**config.mk**
```make
export PLATFORM = sky130hd
export DESIGN_NAME = rede_out_collect
export DESIGN_NICKNAME = d
export VERILOG_FILES = /design/src/rtl/rede_out_collect.sv
export SDC_FILE = /design/constraint.sdc
export NUM_CORES = 1
export LEC_CHECK = 0
export CAP_MARGIN = 5
export CORE_MARGIN = 5
export CORE_UTILIZATION = 42
export CTS_CLUSTER_SIZE = 14
export DETAILED_ROUTE_END_ITERATION = 6
export PLACE_DENSITY = 0.81
export SYNTH_ARGS = -nofsm -noshare
export SYNTH_HDL_FRONTEND = slang
export SYNTH_SLANG_ARGS = --single-unit
```
**constraint.sdc**
```tcl
create_clock -name clk -period 4.6 [get_ports clk]
set_input_delay 0.92 -clock clk [delete_from_list [all_inputs] [get_ports clk]]
set_output_delay 0.92 -clock clk [all_outputs]
set_load 0.05 [all_outputs]
```
**src/rtl/rede_out_collect.sv**
```systemverilog
// Collects one signed word per processor output port into a frame, optionally finds the
// largest slot (argmax), then holds the frame until the consumer accepts it. Option macro: REDE_OUT_ARGMAX_EN.
module rede_out_collect #(
  parameter int NUBITS = 31,
  parameter int NUOUT  = 4
) (
  input  logic                       clk,
  input  logic                       rst,
  input  logic [NUBITS-1:0]          io_out,
  input  logic [NUOUT-1:0]           out_en,
  output logic [NUOUT*NUBITS-1:0]    frm_data,
  output logic                       frm_valid,
  input  logic                       frm_ready,
  output logic [$clog2(NUOUT)-1:0]   cls_idx,
  output logic [NUBITS-1:0]          cls_max,
  output logic                       ovr,
  output logic                       busy
);

  localparam int IW = $clog2(NUOUT);

  typedef enum logic [1:0] {
    COLLECT = 2'd0,
    SCAN    = 2'd1,
    HOLD    = 2'd2
  } state_t;

  state_t                    r_state;
  state_t                    w_state_nxt;
  logic [NUOUT*NUBITS-1:0]   r_frm;
  logic [NUOUT-1:0]          r_mask;
  logic [NUOUT-1:0]          w_mask_nxt;
  logic                      r_ovr;
  logic                      w_ovr_set;
  logic                      w_cap;
  logic                      w_any;
  logic                      w_multi;
  logic [IW-1:0]             w_sel;

  assign w_any   = |out_en;
  assign w_multi = (out_en & (out_en - NUOUT'(1))) != '0;

  // Priority pick of the lowest set strobe bit.
  always_comb begin
    w_sel = '0;
    for (int unsigned i = NUOUT; i > 0; i--) begin
      if (out_en[i-1]) w_sel = IW'(i - 1);
    end
  end

`ifdef REDE_OUT_ARGMAX_EN
  logic [IW-1:0]             r_scan_i;
  logic [IW-1:0]             r_idx;
  logic signed [NUBITS-1:0]  r_max;
  logic signed [NUBITS-1:0]  w_cand;
  logic signed [NUBITS-1:0]  w_base_max;
  logic [IW-1:0]             w_base_idx;
`endif

  always_comb begin
    w_state_nxt = r_state;
    w_mask_nxt  = r_mask;
    w_cap       = 1'b0;
    w_ovr_set   = 1'b0;
    case (r_state)
      COLLECT: begin
        if (w_any) begin
          w_cap      = 1'b1;
          w_mask_nxt = r_mask | (NUOUT'(1) << w_sel);
          if (w_multi || r_mask[w_sel]) w_ovr_set = 1'b1;
        end
        // Leave on the edge after the mask filled; a capture on that edge still lands.
        if (&r_mask) begin
`ifdef REDE_OUT_ARGMAX_EN
          w_state_nxt = SCAN;
`else
          w_state_nxt = HOLD;
`endif
        end
      end
`ifdef REDE_OUT_ARGMAX_EN
      SCAN: begin
        if (w_any) w_ovr_set = 1'b1;
        if (r_scan_i == IW'(NUOUT - 1)) w_state_nxt = HOLD;
      end
`endif
      HOLD: begin
        if (w_any) w_ovr_set = 1'b1;
        if (frm_ready) begin
          w_state_nxt = COLLECT;
          w_mask_nxt  = '0;
        end
      end
      default: begin
        w_state_nxt = COLLECT;
        w_mask_nxt  = '0;
      end
    endcase
  end

  always_ff @(posedge clk or posedge rst) begin
    if (rst) begin
      r_state <= COLLECT;
      r_mask  <= '0;
      r_ovr   <= 1'b0;
      r_frm   <= '0;
    end else begin
      r_state <= w_state_nxt;
      r_mask  <= w_mask_nxt;
      if (w_ovr_set) r_ovr <= 1'b1;
      if (w_cap) r_frm[w_sel*NUBITS +: NUBITS] <= io_out;
    end
  end

`ifdef REDE_OUT_ARGMAX_EN
  // First scan step seeds the running max from slot 0, so no separate init cycle is needed.
  always_comb begin
    w_cand     = $signed(r_frm[r_scan_i*NUBITS +: NUBITS]);
    w_base_max = (r_scan_i == IW'(1)) ? $signed(r_frm[NUBITS-1:0]) : r_max;
    w_base_idx = (r_scan_i == IW'(1)) ? '0 : r_idx;
  end

  always_ff @(posedge clk or posedge rst) begin
    if (rst) begin
      r_scan_i <= '0;
      r_idx    <= '0;
      r_max    <= '0;
    end else if (r_state == COLLECT) begin
      r_scan_i <= IW'(1);
    end else if (r_state == SCAN) begin
      r_scan_i <= r_scan_i + IW'(1);
      if (w_cand > w_base_max) begin
        r_max <= w_cand;
        r_idx <= r_scan_i;
      end else begin
        r_max <= w_base_max;
        r_idx <= w_base_idx;
      end
    end
  end

  assign cls_idx = r_idx;
  assign cls_max = r_max;
`else
  assign cls_idx = '0;
  assign cls_max = '0;
`endif

  assign frm_data  = r_frm;
  assign frm_valid = (r_state == HOLD);
  assign busy      = (r_state != COLLECT);
  assign ovr       = r_ovr;

endmodule

```
==> Yosys cells after proc, flatten, opt, wreduce, memory -nomap -nowiden <==
Index checks and enable logic that the tools add are counted.
{ "word_totals": {"register_bits": 131, "output_inout_bits": 160, "elab_cells": 43} }
{ "op_classes": {"n_addsub": 2, "n_mul": 1, "magnitude_cmp": 1, "n_eq_ne": 4, "n_shift": 3, "muxes": 18, "bitwise": 2, "reduce_logical": 8} }
{ "op_table": {"columns": ["cell", "count"], "rows": [
  ["$bwmux 124", 1],
  ["$shift 31x34->124 const A", 1],
  ["$shiftx 31x34->124", 1],
  ["$neg 7->34", 1],
  ["$mux 2", 6],
  ["$mux 4", 2],
  ["$pmux 4 s2", 1],
  ["$mul 2x5->7 const B", 1],
  ["$mux 1", 5],
  ["$and 4x4->4", 1],
  ["$ne 2x2->1 const B", 2],
  ["$or 4x4->4", 1],
  ["$pmux 2 s2", 1],
  ["$reduce_and 2->1", 2],
  ["$reduce_and 4->1", 1],
  ["$reduce_bool 4->1", 1],
  ["$reduce_or 4->1", 1],
  ["$shl 1x2->4 const A", 1],
  ["$sub 4x1->4 const B", 1],
  ["$lt 2x3->1 const B", 1],
  ["$bmux 1 s2", 1],
  ["$eq 2x2->1 const B", 1],
  ["$logic_not 2->1", 1],
  ["$ne 2x1->1 const B", 1],
  ["3 further kinds", 3]
]} }

==> Logic depth before layout (Yosys ltp) <==
{ "depth": {"ltp_word": 10, "ltp_mapped": 10, "mapped_depth_nobuf": 7} }

==> Worst setup path after synthesis <==
OpenSTA, ideal clock, no wires.
{ "synth_timing": {"kind": "in2reg", "from": "in out_en[3]", "to": "reg r_frm[0] (netlist: frm_data[0])", "setup_ns": 0.095, "arrival_ns": 2.743, "required_time_ns": 4.505, "setup_slack_ns": 1.761, "stages": 9, "n_path_buf": 4, "cell_sequence": "nor2b_1 o21bai_1 buf_2 buf_1 ha_1 clkbuf_1 nand4b_1 buf_2 o31ai_1"} }
{ "synth_between": {"elab_chain_cells": 8, "elab_cells_between_ends": 12, "classes_between": "1 x add/sub; 1 x mul; 2 x shift; 7 x mux; 1 x reduce/logical"} }
{ "synth_lines": {"columns": ["item", "line", "text"], "rows": [
  ["start, declared", "10", "input logic [NUOUT-1:0] out_en,"],
  ["$mux 2 (4 in series)", "47", "if (out_en[i-1]) w_sel = IW'(i - 1);"],
  ["$mul 2x5->7", "111", "if (w_cap) r_frm[w_sel*NUBITS +: NUBITS] <= io_out;"],
  ["$neg 7->34", "111", null],
  ["$shiftx 31x34->124 / $shift 31x34->124 (equally long branches)", "111", null],
  ["$bwmux 124", "111", null],
  ["end signal, assigned by index", "111", null],
  ["end, declared", "30", "logic [NUOUT*NUBITS-1:0] r_frm;"]
]} }
Parallel ways exist; a longest one is shown, timed or not.
A chain may end at the register's enable or synchronous reset.

==> Worst setup path after layout <==
{ "layout_timing": {"from": "in out_en[3]", "to": "reg r_frm[60] (netlist: frm_data[60])"} }
The elaborated chain is that of the path after synthesis.

==> results.cfg <==
[power]
ir_worst_vdd_mv = 0.295
power.density_mw_per_mm2 = 533
p_leak_nw = 3.55

[global_routing]
antenna_found_initial = 0
gr-total-overflow = 0
grt_pass1_vias = 5004
grt_pass1_wl_mm = 27.9
grtUsageTotal_pct = 21.2
grt_max_degree = 126

[sta]
fin_ws_ns = 1.32
min_period_over_period_pct = 71.3
rsz0062_at_grt = false
clock_skew_ns = 0.00699
max_slew_margin_pct = 49.0
hold_viol_final = 0
fin_setup_tns_ns = 0
drv_slew = 0
setup_violations = 0
period_needed_ns = 3.28
worst_slew_pin_slew_ns = 0.765
timing.fmax_mhz = 305

[clocking]
cts_tree = done
path_clk_slew_ns = 0.06
numCtsBuffers = 17
htree_levels = 4
post_cts_resized = 0
clkLatencyLatePin_ns = 0.42
cts_setup_buffers = 0
clock_path_buffers = 2
clock_sinks = 130
root_buffer = clkbuf_16
holdBufCountCts = 0

[critical_path]
worstPathMaxFanout = 40
critPathMostFrequentCell = buf_4
crit_chain = clkdlybuf4s50_1 > nor2b_1 > o21bai_4 > buf_4 > ha_2 > buf_4 > nand2_1 > o31ai_1
critPathKind = in2reg
cpMaxStageDelayCell = ha_2
critPathArrivalTime_ns = 3.60
cpPeakStageDelay_ns = 0.64
worst_path_dominant_cell_family = buffers and inverters
end_kind = flip-flop
required_ns = 4.92
critPathLaunchType = input pin
path_buf_inv = 3

[route]
drc = 0
routed_wl_mm = 17.9
first_iter_violations = 560
dr.pass1.iters = 5
vias_per_cell = 5.66
num_vias = 5141
wl_per_cell_um = 19.7
ant_nets = 0

[yosys]
synth-seq-area-share_pct = 53.7
syn_inst = 578
ys_ff_latch = 130
postSynthAreaPerCell_um2 = 10.5
synth_top_cell_by_area = dfrtp_1
yosys.cell_types.count = 33
ys.warnings.count = 0
netlist_area_mm2 = 0.00606
synth_area_leaders = dfrtp_1 (54%), o31ai_1 (11%), o21ai_0 (10%), o41ai_1 (4.5%), buf_4 (4.3%)
synth_top_area_share_pct = 53.7

[place]
port_buffers = 164
gp_congestion = 0.870
place_hpwl_mm = 11.8
place_ws_ns = 0.948

[floorplan]
start_util_pct = 42.2
fp.coreArea_mm2 = 0.0144
fp.dieArea_mm2 = 0.0169
die_h_um = 130
top_level_ports = 198
std_cell_rows = 44
die_w_um = 130

[final_layout]
multi_input_area_mm2 = 0.00222
final_nets = 757
drive_above_1_share_pct = 7.17
sequential_cell_area_mm2 = 0.00325
antenna_cells = 0
area_growth_pct = 36.1
fillers = 1186

[worst_hold_path]
worstHoldPathType = reg2reg

[job]
max-cap-violations = 0

[outcome]
status = complete, no violations
-- worst reg2reg max path: cells and delay by family (launching register included) --
kind / cells / cell delay (ns)
buffers and inverters: 1 / 0.34
and+or+nand+nor: 1 / 0.50
DFF: 1 / 0.53
AOI/OAI and AO/OA: 2 / 0.33
-- cell type report --
class	count	area share [%]
sequential	130	39.4
multi-input combinational	353	26.9
timing repair buffer	176	21.1
clock buffer	21	5.34
clock inverter	11	2.82
tap	184	2.79
inverter	34	1.61
-- placed cells by master (no fill, tap or decap), drive strengths merged, types with 2 or more instances in the layout --
| master | n |
|---|---|
| o21ai | 125 |
| clkdlybuf4s50 | 164 |
| nor3 | 2 |
| nor2 | 2 |
| dfrtp | 130 |
| clkinv | 3 |
| nand2 | 33 |
| buf | 12 |
| o31ai | 93 |
| clkbuf | 21 |
| bufinv | 7 |
| nand4b | 2 |
| nand2b | 8 |
| o41ai | 31 |
| inv | 34 |
| ha | 7 |
| o22ai | 2 |
| nor2b | 2 |
| a22o | 3 |
| conb | 33 |
| a21oi | 2 |
-- cells by family after synthesis --
logic type	count (synthesis)	share of synthesized area, %
buf+inv	127	12.0
fa+ha+maj	7	1.44
simple gates	53	4.87
other cells	1	0.0619
mux	1	0.165
compound gates	259	27.8
flops	130	53.7
-- per-stage QoR --
| stage | cell area [um^2] | hold WS [ns] | std cells | util, % | total power, mW |
|---|---|---|---|---|---|
| after floorplan | 6180 | 0.488 | 610 | - | 2.40 |
| after global placement | 7580 | 0.460 | 877 | 52.7 | 2.84 |
| after detailed placement | 7580 | 0.456 | 877 | 52.7 | 2.86 |
| after CTS | 8250 | 0.480 | 909 | 57.4 | 4.42 |
| after global routing | 8250 | 0.512 | 909 | 57.4 | 4.57 |
| final | 8250 | 0.476 | 909 | 57.4 | 4.40 |
-- flip-flops by register name (all words and copies together) (netlist names) --
register,flops
frm_data,124
ovr,1
r_mask,4
r_state,1
-- path summary, 6_finish.rpt --
path	startpoint	end	slack, ns	cells after the start
worst max-delay path	out_en[3]	frm_data[60]$_DFFE_PP0P_	1.32	8
worst min register to register	ovr$_DFFE_PP0P_	ovr$_DFFE_PP0P_	0.48	1
worst max register to register	r_state[1]$_DFFE_PP0P_	frm_data[115]$_DFFE_PP0P_	2.76	4
max in group asynchronous	rst	frm_data[21]$_DFFE_PP0P_	2.78	3
min in group asynchronous	rst	frm_data[69]$_DFFE_PP0P_	1.02	2
worst min-delay path	ovr$_DFFE_PP0P_	ovr$_DFFE_PP0P_	0.48	1
-- routing by layer --
| metal | global-route usage (%) | vias to the layer above | wire, um |
|---|---|---|---|
| met5 | 0 | - | 0 |
| met2 | 32.9 | 246 | 8620 |
| met1 | 28.0 | 2533 | 7390 |
| met4 | 8.37 | 0 | 522 |
| met3 | 6.47 | 37 | 1360 |
| li1 | - | 2325 | - |
-- power breakdown --
part / total, mW / switching (mW) / internal (mW)
clock network: 1.56 / 0.490 / 1.07
registers: 1.42 / 0.109 / 1.32
logic: 1.42 / 1.00 / 0.418
-- synthesized netlist by cell type (all sizes together) --
| master | instances |
|---|---|
| dfrtp | 130 |
| o21ai | 125 |
| o31ai | 93 |
| buf | 60 |
| inv | 34 |
| clkbuf | 33 |
| nand2 | 33 |
| o41ai | 31 |
| nand2b | 8 |
| ha | 7 |
| a22o | 3 |
| a21oi | 2 |
| nand4b | 2 |
| nor2 | 2 |
| nor2b | 2 |
| nor3 | 2 |
| o22ai | 2 |
| a21o | 1 |
| a22oi | 1 |
| conb | 1 |
| mux2i | 1 |
| nand4 | 1 |
| nor4 | 1 |
| o21bai | 1 |
| or3b | 1 |
| or4 | 1 |
Power figures use the tool's default switching activity.
